$ cat src/rtl/simon_pkg.sv
// Shared encodings and constants for the Simon colour-sequence builder.
package simon_pkg;

    typedef enum logic [1:0] {
        MODE_FULL   = 2'b00,
        MODE_APPEND = 2'b01,
        MODE_RESEED = 2'b10
    } mode_e;

    typedef enum logic [1:0] {
        IDLE = 2'b00,
        RUN  = 2'b01,
        FIN  = 2'b10
    } state_t;

    localparam logic [15:0] DEFAULT_TAPS = 16'hB400;
    localparam logic [15:0] DEFAULT_SEED = 16'hACE1;

    // The reserved encoding 2'b11 behaves as a reseed.
    function automatic mode_e decode_mode(input logic [1:0] m);
        case (m)
            2'b00:   return MODE_FULL;
            2'b01:   return MODE_APPEND;
            default: return MODE_RESEED;
        endcase
    endfunction

endpackage

$ cat src/rtl/seq_lfsr.sv
// Galois right-shift LFSR; load has priority over step, state persists otherwise.
module seq_lfsr #(
    parameter int                LFSR_W = 16,
    parameter logic [LFSR_W-1:0] TAPS   = 16'hB400,
    parameter logic [LFSR_W-1:0] SEED   = 16'hACE1
) (
    input  logic              clk,
    input  logic              reset,
    input  logic              step,
    input  logic              load,
    input  logic [LFSR_W-1:0] load_val,
    output logic [LFSR_W-1:0] state
);

    // NOTE: clocked state uses non-blocking assignments so every register samples pre-edge values.
    always_ff @(posedge clk or posedge reset) begin
        if (reset) begin
            state <= SEED;
        end else if (load) begin
            state <= load_val;
        end else if (step) begin
            state <= state[0] ? ((state >> 1) ^ TAPS) : (state >> 1);
        end
    end

endmodule

$ cat src/rtl/sequence_builder.sv
// Fills the Simon colour-sequence RAM: full load, single append or reseed/clear,
// with an optional rule that forbids two equal consecutive colours.
module sequence_builder
    import simon_pkg::*;
#(
    parameter int                N      = 32,
    parameter int                CW     = 2,
    parameter int                LFSR_W = 16,
    parameter logic [LFSR_W-1:0] SEED   = LFSR_W'(DEFAULT_SEED),
    parameter int                AW     = $clog2(N)
) (
    input  logic              clk,
    input  logic              reset,
    input  logic              start,
    input  logic [1:0]        mode,
    input  logic [LFSR_W-1:0] seed_in,
    input  logic              no_repeat,
    output logic              write_en,
    output logic [AW-1:0]     wr_addr,
    output logic [CW-1:0]     wr_data,
    output logic [AW:0]       length,
    output logic              full,
    output logic              busy,
    output logic              done,
    output logic              err
);

    localparam logic [LFSR_W-1:0] TAPS  = LFSR_W'(DEFAULT_TAPS);
    localparam logic [AW:0]       N_VAL = (AW+1)'(N);

    state_t            r_state;
    state_t            w_state_nx;
    mode_e             r_mode;
    mode_e             w_cmd;
    logic              r_no_repeat;
    logic [AW:0]       r_cnt;
    logic [AW:0]       r_length;
    logic [CW-1:0]     r_prev;

    logic              w_write;
    logic [AW-1:0]     w_addr;
    logic              w_compare;
    logic              w_nr;
    logic              w_done;
    logic              w_err;
    logic              w_load;
    logic [AW:0]       w_length_nx;
    logic [CW-1:0]     w_cand;
    logic [CW-1:0]     w_data;
    logic [LFSR_W-1:0] w_lfsr;
    logic [LFSR_W-1:0] w_load_val;
    logic              w_unused_lfsr;

    assign w_cmd         = decode_mode(mode);
    assign w_load_val    = (seed_in == '0) ? SEED : seed_in;
    assign w_cand        = w_lfsr[CW-1:0];
    assign w_data        = (w_nr && w_compare && (w_cand == r_prev)) ? w_cand + 1'b1 : w_cand;
    assign w_unused_lfsr = ^w_lfsr[LFSR_W-1:CW];
    assign length        = r_length;

    seq_lfsr #(
        .LFSR_W (LFSR_W),
        .TAPS   (TAPS),
        .SEED   (SEED)
    ) u_lfsr (
        .clk      (clk),
        .reset    (reset),
        .step     (w_write),
        .load     (w_load),
        .load_val (w_load_val),
        .state    (w_lfsr)
    );

    // FIN also accepts start, so a new command can be taken on the edge that ends done.
    always_comb begin
        // NOTE: every combinational output is defaulted first so no path can infer a latch.
        w_state_nx  = r_state;
        w_write     = 1'b0;
        w_addr      = r_cnt[AW-1:0];
        w_compare   = 1'b1;
        w_nr        = r_no_repeat;
        w_done      = 1'b0;
        w_err       = 1'b0;
        w_load      = 1'b0;
        w_length_nx = r_length;
        case (r_state)
            RUN: begin
                if (r_mode == MODE_FULL && r_cnt != N_VAL) begin
                    w_write = 1'b1;
                end else begin
                    w_state_nx = FIN;
                    w_done     = 1'b1;
                end
            end
            default: begin
                w_state_nx = IDLE;
                if (start) begin
                    w_nr = no_repeat;
                    case (w_cmd)
                        MODE_FULL: begin
                            w_state_nx = RUN;
                            w_write    = 1'b1;
                            w_addr     = '0;
                            w_compare  = 1'b0;
                        end
                        MODE_APPEND: begin
                            if (r_length == N_VAL) begin
                                w_state_nx = FIN;
                                w_done     = 1'b1;
                                w_err      = 1'b1;
                            end else begin
                                w_state_nx = RUN;
                                w_write    = 1'b1;
                                w_addr     = r_length[AW-1:0];
                                w_compare  = (r_length != '0);
                            end
                        end
                        default: begin
                            w_state_nx  = FIN;
                            w_done      = 1'b1;
                            w_load      = 1'b1;
                            w_length_nx = '0;
                        end
                    endcase
                end
            end
        endcase
        if (w_write) begin
            w_length_nx = {1'b0, w_addr} + 1'b1;
        end
    end

    always_ff @(posedge clk or posedge reset) begin
        if (reset) begin
            r_state     <= IDLE;
            r_mode      <= MODE_FULL;
            r_no_repeat <= 1'b0;
            r_cnt       <= '0;
            r_length    <= '0;
            r_prev      <= '0;
            write_en    <= 1'b0;
            wr_addr     <= '0;
            wr_data     <= '0;
            full        <= 1'b0;
            busy        <= 1'b0;
            done        <= 1'b0;
            err         <= 1'b0;
        end else begin
            r_state  <= w_state_nx;
            r_length <= w_length_nx;
            full     <= (w_length_nx == N_VAL);
            busy     <= (w_state_nx != IDLE);
            write_en <= w_write;
            done     <= w_done;
            err      <= w_err;
            if (start && r_state != RUN) begin
                r_mode      <= w_cmd;
                r_no_repeat <= no_repeat;
            end
            if (w_write) begin
                wr_addr <= w_addr;
                wr_data <= w_data;
                r_prev  <= w_data;
                r_cnt   <= {1'b0, w_addr} + 1'b1;
            end
        end
    end

endmodule

$ cat config.mk
export PLATFORM = sky130hd
export DESIGN_NAME = sequence_builder
export DESIGN_NICKNAME = d
export VERILOG_FILES = /design/src/rtl/simon_pkg.sv /design/src/rtl/seq_lfsr.sv /design/src/rtl/sequence_builder.sv
export SDC_FILE = /design/constraint.sdc
export NUM_CORES = 1
export LEC_CHECK = 0
export ABC_CLOCK_PERIOD_IN_PS = 2350
export CAP_MARGIN = 20
export CORE_ASPECT_RATIO = 1.2
export CORE_UTILIZATION = 56
export CTS_CLUSTER_DIAMETER = 200
export CTS_CLUSTER_SIZE = 16
export DETAILED_ROUTE_END_ITERATION = 7
export DONT_BUFFER_PORTS = 1
export GPL_TIMING_DRIVEN = 0
export PLACE_DENSITY = 0.81
export SETUP_SLACK_MARGIN = 0.4
export SYNTH_ARGS = -nofsm -noshare
export SYNTH_HDL_FRONTEND = slang
export SYNTH_HIERARCHICAL = 1
export SYNTH_SLANG_ARGS = --single-unit
$ cat constraint.sdc
create_clock -name clk -period 2.35 [get_ports clk]
set_input_delay 0.705 -clock clk [delete_from_list [all_inputs] [get_ports clk]]
set_output_delay 0.705 -clock clk [all_outputs]
set_load 0.02 [all_outputs]
# [Word-level counts from Yosys, hierarchy flattened]
# Cells that the tools add are included.
[word_totals] in_bits=22 output_inout_bits=18 ff_bits=45 elab_cells=77
[op_classes] eq_ne=8 bitwise=1 muxes=41 n_addsub=2 reduce_logical=12
[op_table] cell="two-way mux 16 bit" count=4
[op_table] cell="two-way mux 6 bit" count=4
[op_table] cell="two-way mux 1 bit" count=19
[op_table] cell="logical NOT 16 bit" count=1
[op_table] cell="two-way mux 5 bit" count=3
[op_table] cell="equality test 6 bit, second input constant" count=2
[op_table] cell="two-way mux 2 bit" count=5
[op_table] cell="case mux 5 bit (2 select lines)" count=1
[op_table] cell="case mux 2 bit (2 select lines)" count=2
[op_table] cell="adder 5 x 1 -> 6 bit, second input constant" count=1
[op_table] cell="equality test 2 x 1 -> 1 bit, second input constant" count=3
[op_table] cell="logical NOT 2 bit" count=3
[op_table] cell="!= test 6 bit, second input constant" count=1
[op_table] cell="case mux 1 bit (2 select lines)" count=3
[op_table] cell="nonzero test 6 bit" count=1
[op_table] cell="logical AND 1 bit" count=4
[op_table] cell="NOT 3 -> 4 bit" count=1
[op_table] cell="nonzero test 2 bit" count=2
[op_table] cell="adder 2 x 1 -> 2 bit, second input constant" count=1
[op_table] cell="equality test 2 bit" count=1
[op_table] cell="!= test 2 x 1 -> 1 bit, second input constant" count=1
[op_table] cell="OR reduction 2 bit" count=1

# [Longest topological paths before layout]
[depth] word_depth=9 mapped_depth=10 mapped_depth_nobuf=8

# [Modules after synthesis]
# The synthesis kept the hierarchy.
[by_module_without_submodules] mod="sequence_builder" n_inst=1 seq_area_each_um2=725.7 cells_each=152 area_per_inst_um2=1555.2
[by_module_without_submodules] mod="seq_lfsr" n_inst=1 seq_area_each_um2=410.4 cells_each=75 area_per_inst_um2=808.3

# [Worst setup path before layout]
# OpenSTA, ideal clock, no wires.
[synth_timing] path_kind="input port to flip-flop" start="input mode[1]" end="register full" setup_ns=0.095 required_time_ns=2.255 path_buffers=0 arrival_ns=2.256 path_slack_ns=-0.001 path_stages=8 path_cell_list="nand2b_1 -> nor2_2 -> o211ai_1 -> ha_1 -> a22o_1 -> nor2_1 -> nand4_1 -> nor4b_2"
[synth_via] elab_chain_len=9 word_cells_on_any_way=18 classes_between="add/sub (1); eq/ne (3); mux (11); reduce/logical (3)"
[synth_lines] item="start: declaration" line_no="sequence_builder.sv:15" source="input logic [1:0] mode,"
[synth_lines] item="equality test 2 x 1 -> 1 bit / logical NOT 2 bit (equally long branches)" line_no="simon_pkg.sv:21" source="case (m)"
[synth_lines] item="case mux 2 bit (2 select lines) (*)" line_no="simon_pkg.sv:21"
[synth_lines] item="equality test 2 x 1 -> 1 bit / logical NOT 2 bit (equally long branches)" line_no="sequence_builder.sv:99" source="case (w_cmd)"
[synth_lines] item="case mux 5 bit (2 select lines) (*)" line_no="sequence_builder.sv:99"
[synth_lines] item="two-way mux 5 bit (*)" line_no="sequence_builder.sv:97" source="if (start) begin"
[synth_lines] item="two-way mux 5 bit (*)" line_no="sequence_builder.sv:86" source="case (r_state)"
[synth_lines] item="net w_addr[1]" line_no="sequence_builder.sv:41" source="logic [AW-1:0] w_addr;"
[synth_lines] item="adder 5 x 1 -> 6 bit (*)" line_no="sequence_builder.sv:129" source="w_length_nx = {1'b0, w_addr} + 1'b1;"
[synth_lines] item="two-way mux 6 bit (*)" line_no="sequence_builder.sv:128" source="if (w_write) begin"
[synth_lines] item="net w_length_nx[1]" line_no="sequence_builder.sv:47" source="logic [AW:0] w_length_nx;"
[synth_lines] item="equality test 6 bit (*)" line_no="sequence_builder.sv:151" source="full <= (w_length_nx == N_VAL);"
[synth_lines] item="end signal: assignment" line_no="sequence_builder.sv:151"
[synth_lines] item="end: declaration" line_no="sequence_builder.sv:22" source="output logic full,"
# The timed path passes the listed nets; every way through them passes the cells marked *.
# A chain may end at the register's enable or synchronous reset.

# [Worst setup path after layout]
[layout_timing] start="register r_length[3] (netlist: length[3])" end="register full"
[layout_via] elab_chain_len=8 word_cells_on_any_way=15 classes_between="add/sub (1); eq/ne (2); mux (12)"
[layout_lines] item="start: declaration" line_no="sequence_builder.sv:37" source="logic [AW:0] r_length;"
[layout_lines] item="start signal: assignment" line_no="sequence_builder.sv:150" source="r_length <= w_length_nx;"
[layout_lines] item="equality test 6 bit" line_no="sequence_builder.sv:107" source="if (r_length == N_VAL) begin"
[layout_lines] item="two-way mux 5 bit" line_no="sequence_builder.sv:107"
[layout_lines] item="case mux 5 bit (2 select lines)" line_no="sequence_builder.sv:99"
[layout_lines] item="two-way mux 5 bit" line_no="sequence_builder.sv:97"
[layout_lines] item="two-way mux 5 bit" line_no="sequence_builder.sv:86"
[layout_lines] item="net w_addr[1]" line_no="sequence_builder.sv:41"
[layout_lines] item="adder 5 x 1 -> 6 bit" line_no="sequence_builder.sv:129"
[layout_lines] item="two-way mux 6 bit" line_no="sequence_builder.sv:128"
[layout_lines] item="net w_length_nx[1]" line_no="sequence_builder.sv:47"
[layout_lines] item="equality test 6 bit" line_no="sequence_builder.sv:151"
# The timed path passes the listed nets, and every way through them passes these cells.

==> summary.md <==
| Metric | Value |
|---|---|
| Initial antenna violation count | `0` |
| Synthesized area | `0.002364 mm^2` |
| Final Max Tran Viols | `0` |
| Critical setup path kind | `reg2reg` |
| Pleak | `0.001216 uW` |
| Worst flop-to-flop path startpoint | `length[3]` |
| Post-DP Area | `0.002461 mm^2` |
| Least-Margin Pin Slew | `0.5786 ns` |
| CTS Buf Count | `5` |
| H-tree depth | `2` |
| Crit path time final | `2.228 ns` |
| Vias per std cell | `5.614` |
| Reg-to-reg setup timing slack | `0.12 ns` |
| Final Net Count | `266` |
| Routed vias | `1673` |
| Critical path arrival | `2.43 ns` |
| Final Hold Violating Endpoints | `0` |
| Final antenna-violating net count | `0` |
| # diodes | `0` |
| Area leader, netlist | `dfrtp_1` |
| CTS Hold Bufs | `0` |
| Critical Path Sink | `full` |
| Max-slew headroom | `0.6139` |
| Die Ht | `73.17 um` |
| Net count after synthesis | `250` |
| Starting density of the core | `0.5903` |
| Mean Syn Cell Area | `10.41 um^2` |
| Reg2Reg Depth | `8` |
| Yosys reg bits | `45` |
| Yosys cell types | `48` |
| Sequential area share after synthesis | `0.4807` |
| Gp weighted congestion | `0.8341` |
| RSZ-0062 raised after global routing | `true` |
| Clk_lat worst skew | `0.30 ns` |
| # setup viols final | `0` |
| Post-route non-filler standard cell count | `298` |
| Peak VDD IR | `0.4851 mV` |
| HP Class | `in2async` |
| Number of max-cap violations | `0` |
| Avg WL per Cell | `15.34 um` |
| Initial DRC Count | `59` |
| Largest net degree at the start of global routing | `30` |
| Die width | `61.31 um` |
| Setup crit start | `length[3]` |
| Area growth syn-to-layout | `14.98%` |
| Die area | `0.004485 mm^2` |
| Clock skew | `0.007381 ns` |
| Vias in the first global route | `1710` |
| CTS tree | `done` |
| Status | `finished clean` |
| DRT Pass-1 Iters | `4` |
| Layout cells sized above 1 | `0.2623` |
| Yosys Warn Count | `6` |
| PwrDens | `1085 mW/mm^2` |
| Post-route clock period utilization | `0.9479` |
| Top cells by area, synth | `dfrtp_1 39%, dfstp_2 8.9%, mux2i_1 5.5%` |
| Gr usage total | `0.2366` |
| Clock Pin Slew Worst Setup and Hold Paths | `0.08 ns` |
| Fmax | `448.9 MHz` |
| Post-Place Cells | `281` |
| Startpoint types | `flop` |
| Crit Path Max Fanout | `6` |
| First-pass GRT wire length | `7.624 mm` |
| Clk root buf | `clkbuf_8` |
| Port bufs | `0` |
| Reg-to-Reg End | `full` |
| CTS Sinks | `45` |
| Critical Path End Type | `flop` |
| GR Overflow Total | `0` |
| Gate Count Post-Synth | `227` |
| Final HPWL from detailed placement | `3.204 mm` |
| Placement row count | `25` |
| Critical path data required time | `2.56 ns` |
| Core area | `0.004004 mm^2` |
| Finished Cell Area | `0.002718 mm^2` |
| Buffer levels on the longest clock path | `2` |
| IO Pins | `40` |
| Post-synth top area share | `0.3917` |
| Filler Cell Count | `329` |
| DR DRC count | `0` |
| Total Wirelength | `4.572 mm` |
## stage by stage
stage | setup TNS [ns] | power [uW] | setup slack, ns | hold WS (ns) | util
final | 0 | 2949 | 0.1224 | 0.2125 | 0.6788
after global routing | 0 | 3131 | 0.03577 | 0.2125 | 0.6788
after CTS | 0 | 2937 | 0.1382 | 0.3609 | 0.6666
after detailed placement | -0.1304 | 2242 | -0.1185 | 0.4932 | 0.6147
after global placement | -0.1370 | 2213 | -0.1131 | 0.4836 | 0.6147
after floorplan | 0 | 2066 | 0.07661 | 0.4348 | -
## per-layer routing
layer | wire length (um) | vias to the layer above | global-route usage
met5 | 0 | - | 0
met4 | 101 | 0 | 0.1162
met3 | 193 | 7 | 0.06560
met2 | 2477 | 43 | 0.4010
met1 | 1800 | 805 | 0.2667
li1 | - | 818 | -
## registers in the layout (all words and copies together) (netlist names)
signal        flops
write_en          1
r_prev            2
wr_addr           5
length            6
r_no_repeat       1
full              1
r_state           2
err               1
busy              1
u_lfsr/state     16
r_cnt             6
done              1
r_mode            2
## power breakdown
group	total [uW]	switching, uW	internal (uW)
clock network	611	266	346
registers	1430	348	1080
logic	911	463	448
## repair_timing
item / CTS / global route
cloned: 0 / 0
endpoints found under the setup margin: 30 / 22
endpoints found under the hold margin: 0 / 0
pin swaps: 8 / 4
resized for setup: 11 / 4
setup buffers: 8 / 0
## synthesized netlist by cell type, drive strengths merged
master	instances
o2bb2ai	1
ha	1
nand3	4
a21o	6
xor2	4
dfstp	8
nand2b	12
nor4b	2
nor2b	2
nor4	4
a2111oi	1
a32oi	1
nor2	18
and4bb	1
xnor2	6
a21boi	2
nand2	28
a211oi	1
a21oi	5
o311a	1
a22o	2
or3b	3
nand4	5
nor3	3
clkbuf	11
o21ai	21
mux2	1
dfrtp	37
o41ai	2
and3	2
mux2i	13
inv	7
o211ai	6
buf	6
## cell families (layout without fill, tap and decap cells)
kind of cell / count (synthesis) / count (layout) / synth area share
compound gates: 49 / 49 / 0.1636
xor+xnor: 10 / 10 / 0.03705
fa+ha+maj: 1 / 1 / 0.005293
buf+inv: 24 / 41 / 0.05399
flops: 45 / 45 / 0.4807
mux: 14 / 14 / 0.05982
simple gates: 84 / 84 / 0.1996
## final cells by class
cell class / count / area [um^2] / area share
repair buffers: 9 / 91.34 / 0.03361
plain buffers: 17 / 112.6 / 0.04144
well taps: 54 / 67.56 / 0.02486
clock buffers: 6 / 82.58 / 0.03039
inverters: 7 / 26.28 / 0.009668
clock inverters: 2 / 37.54 / 0.01381
flip-flops and latches: 45 / 1141 / 0.4199
multi-input cells: 158 / 1159 / 0.4263
## cells in the final DEF, fill, tap and decap left out, types with 3 or more instances in the layout
cell type and instances:
dfrtp_2 4, clkbuf_8 7, dfrtp_1 33, a21o_1 6
nor2_2 3, xor2_1 4, nand4_1 5, buf_6 4
nand2_1 27, o211ai_1 4, clkbuf_1 8, buf_4 7
nor4_1 4, o21ai_1 13, nand2b_1 11, dfstp_2 8
a21oi_1 4, or3b_1 3, mux2i_1 13, xnor2_1 5
nor2_1 14, inv_1 6, o21ai_0 8
## worst max-delay path, stage by stage, from the launching register on
cell	delay, ns
dfrtp_2	0.49
and4bb_4	0.41
nand3_2	0.07
o211ai_1	0.12
ha_2	0.33
a22o_1	0.22
nor2_1	0.12
nand4_1	0.12
nor4b_2	0.25
## worst min-delay path by stage
stage                      from              end  slack [ns]  depth (start not counted)
floorplan              r_cnt[5]         r_cnt[5]        0.43                          2
global placement    r_no_repeat      r_no_repeat        0.48                          1
detailed placement     r_cnt[4]         r_cnt[4]        0.49                          1
CTS                       reset  u_lfsr/state[4]        0.36                          1
global route              reset         r_cnt[4]        0.21                          1
finish                    reset         r_cnt[3]        0.21                          1
(Power assumes the default switching activity.)
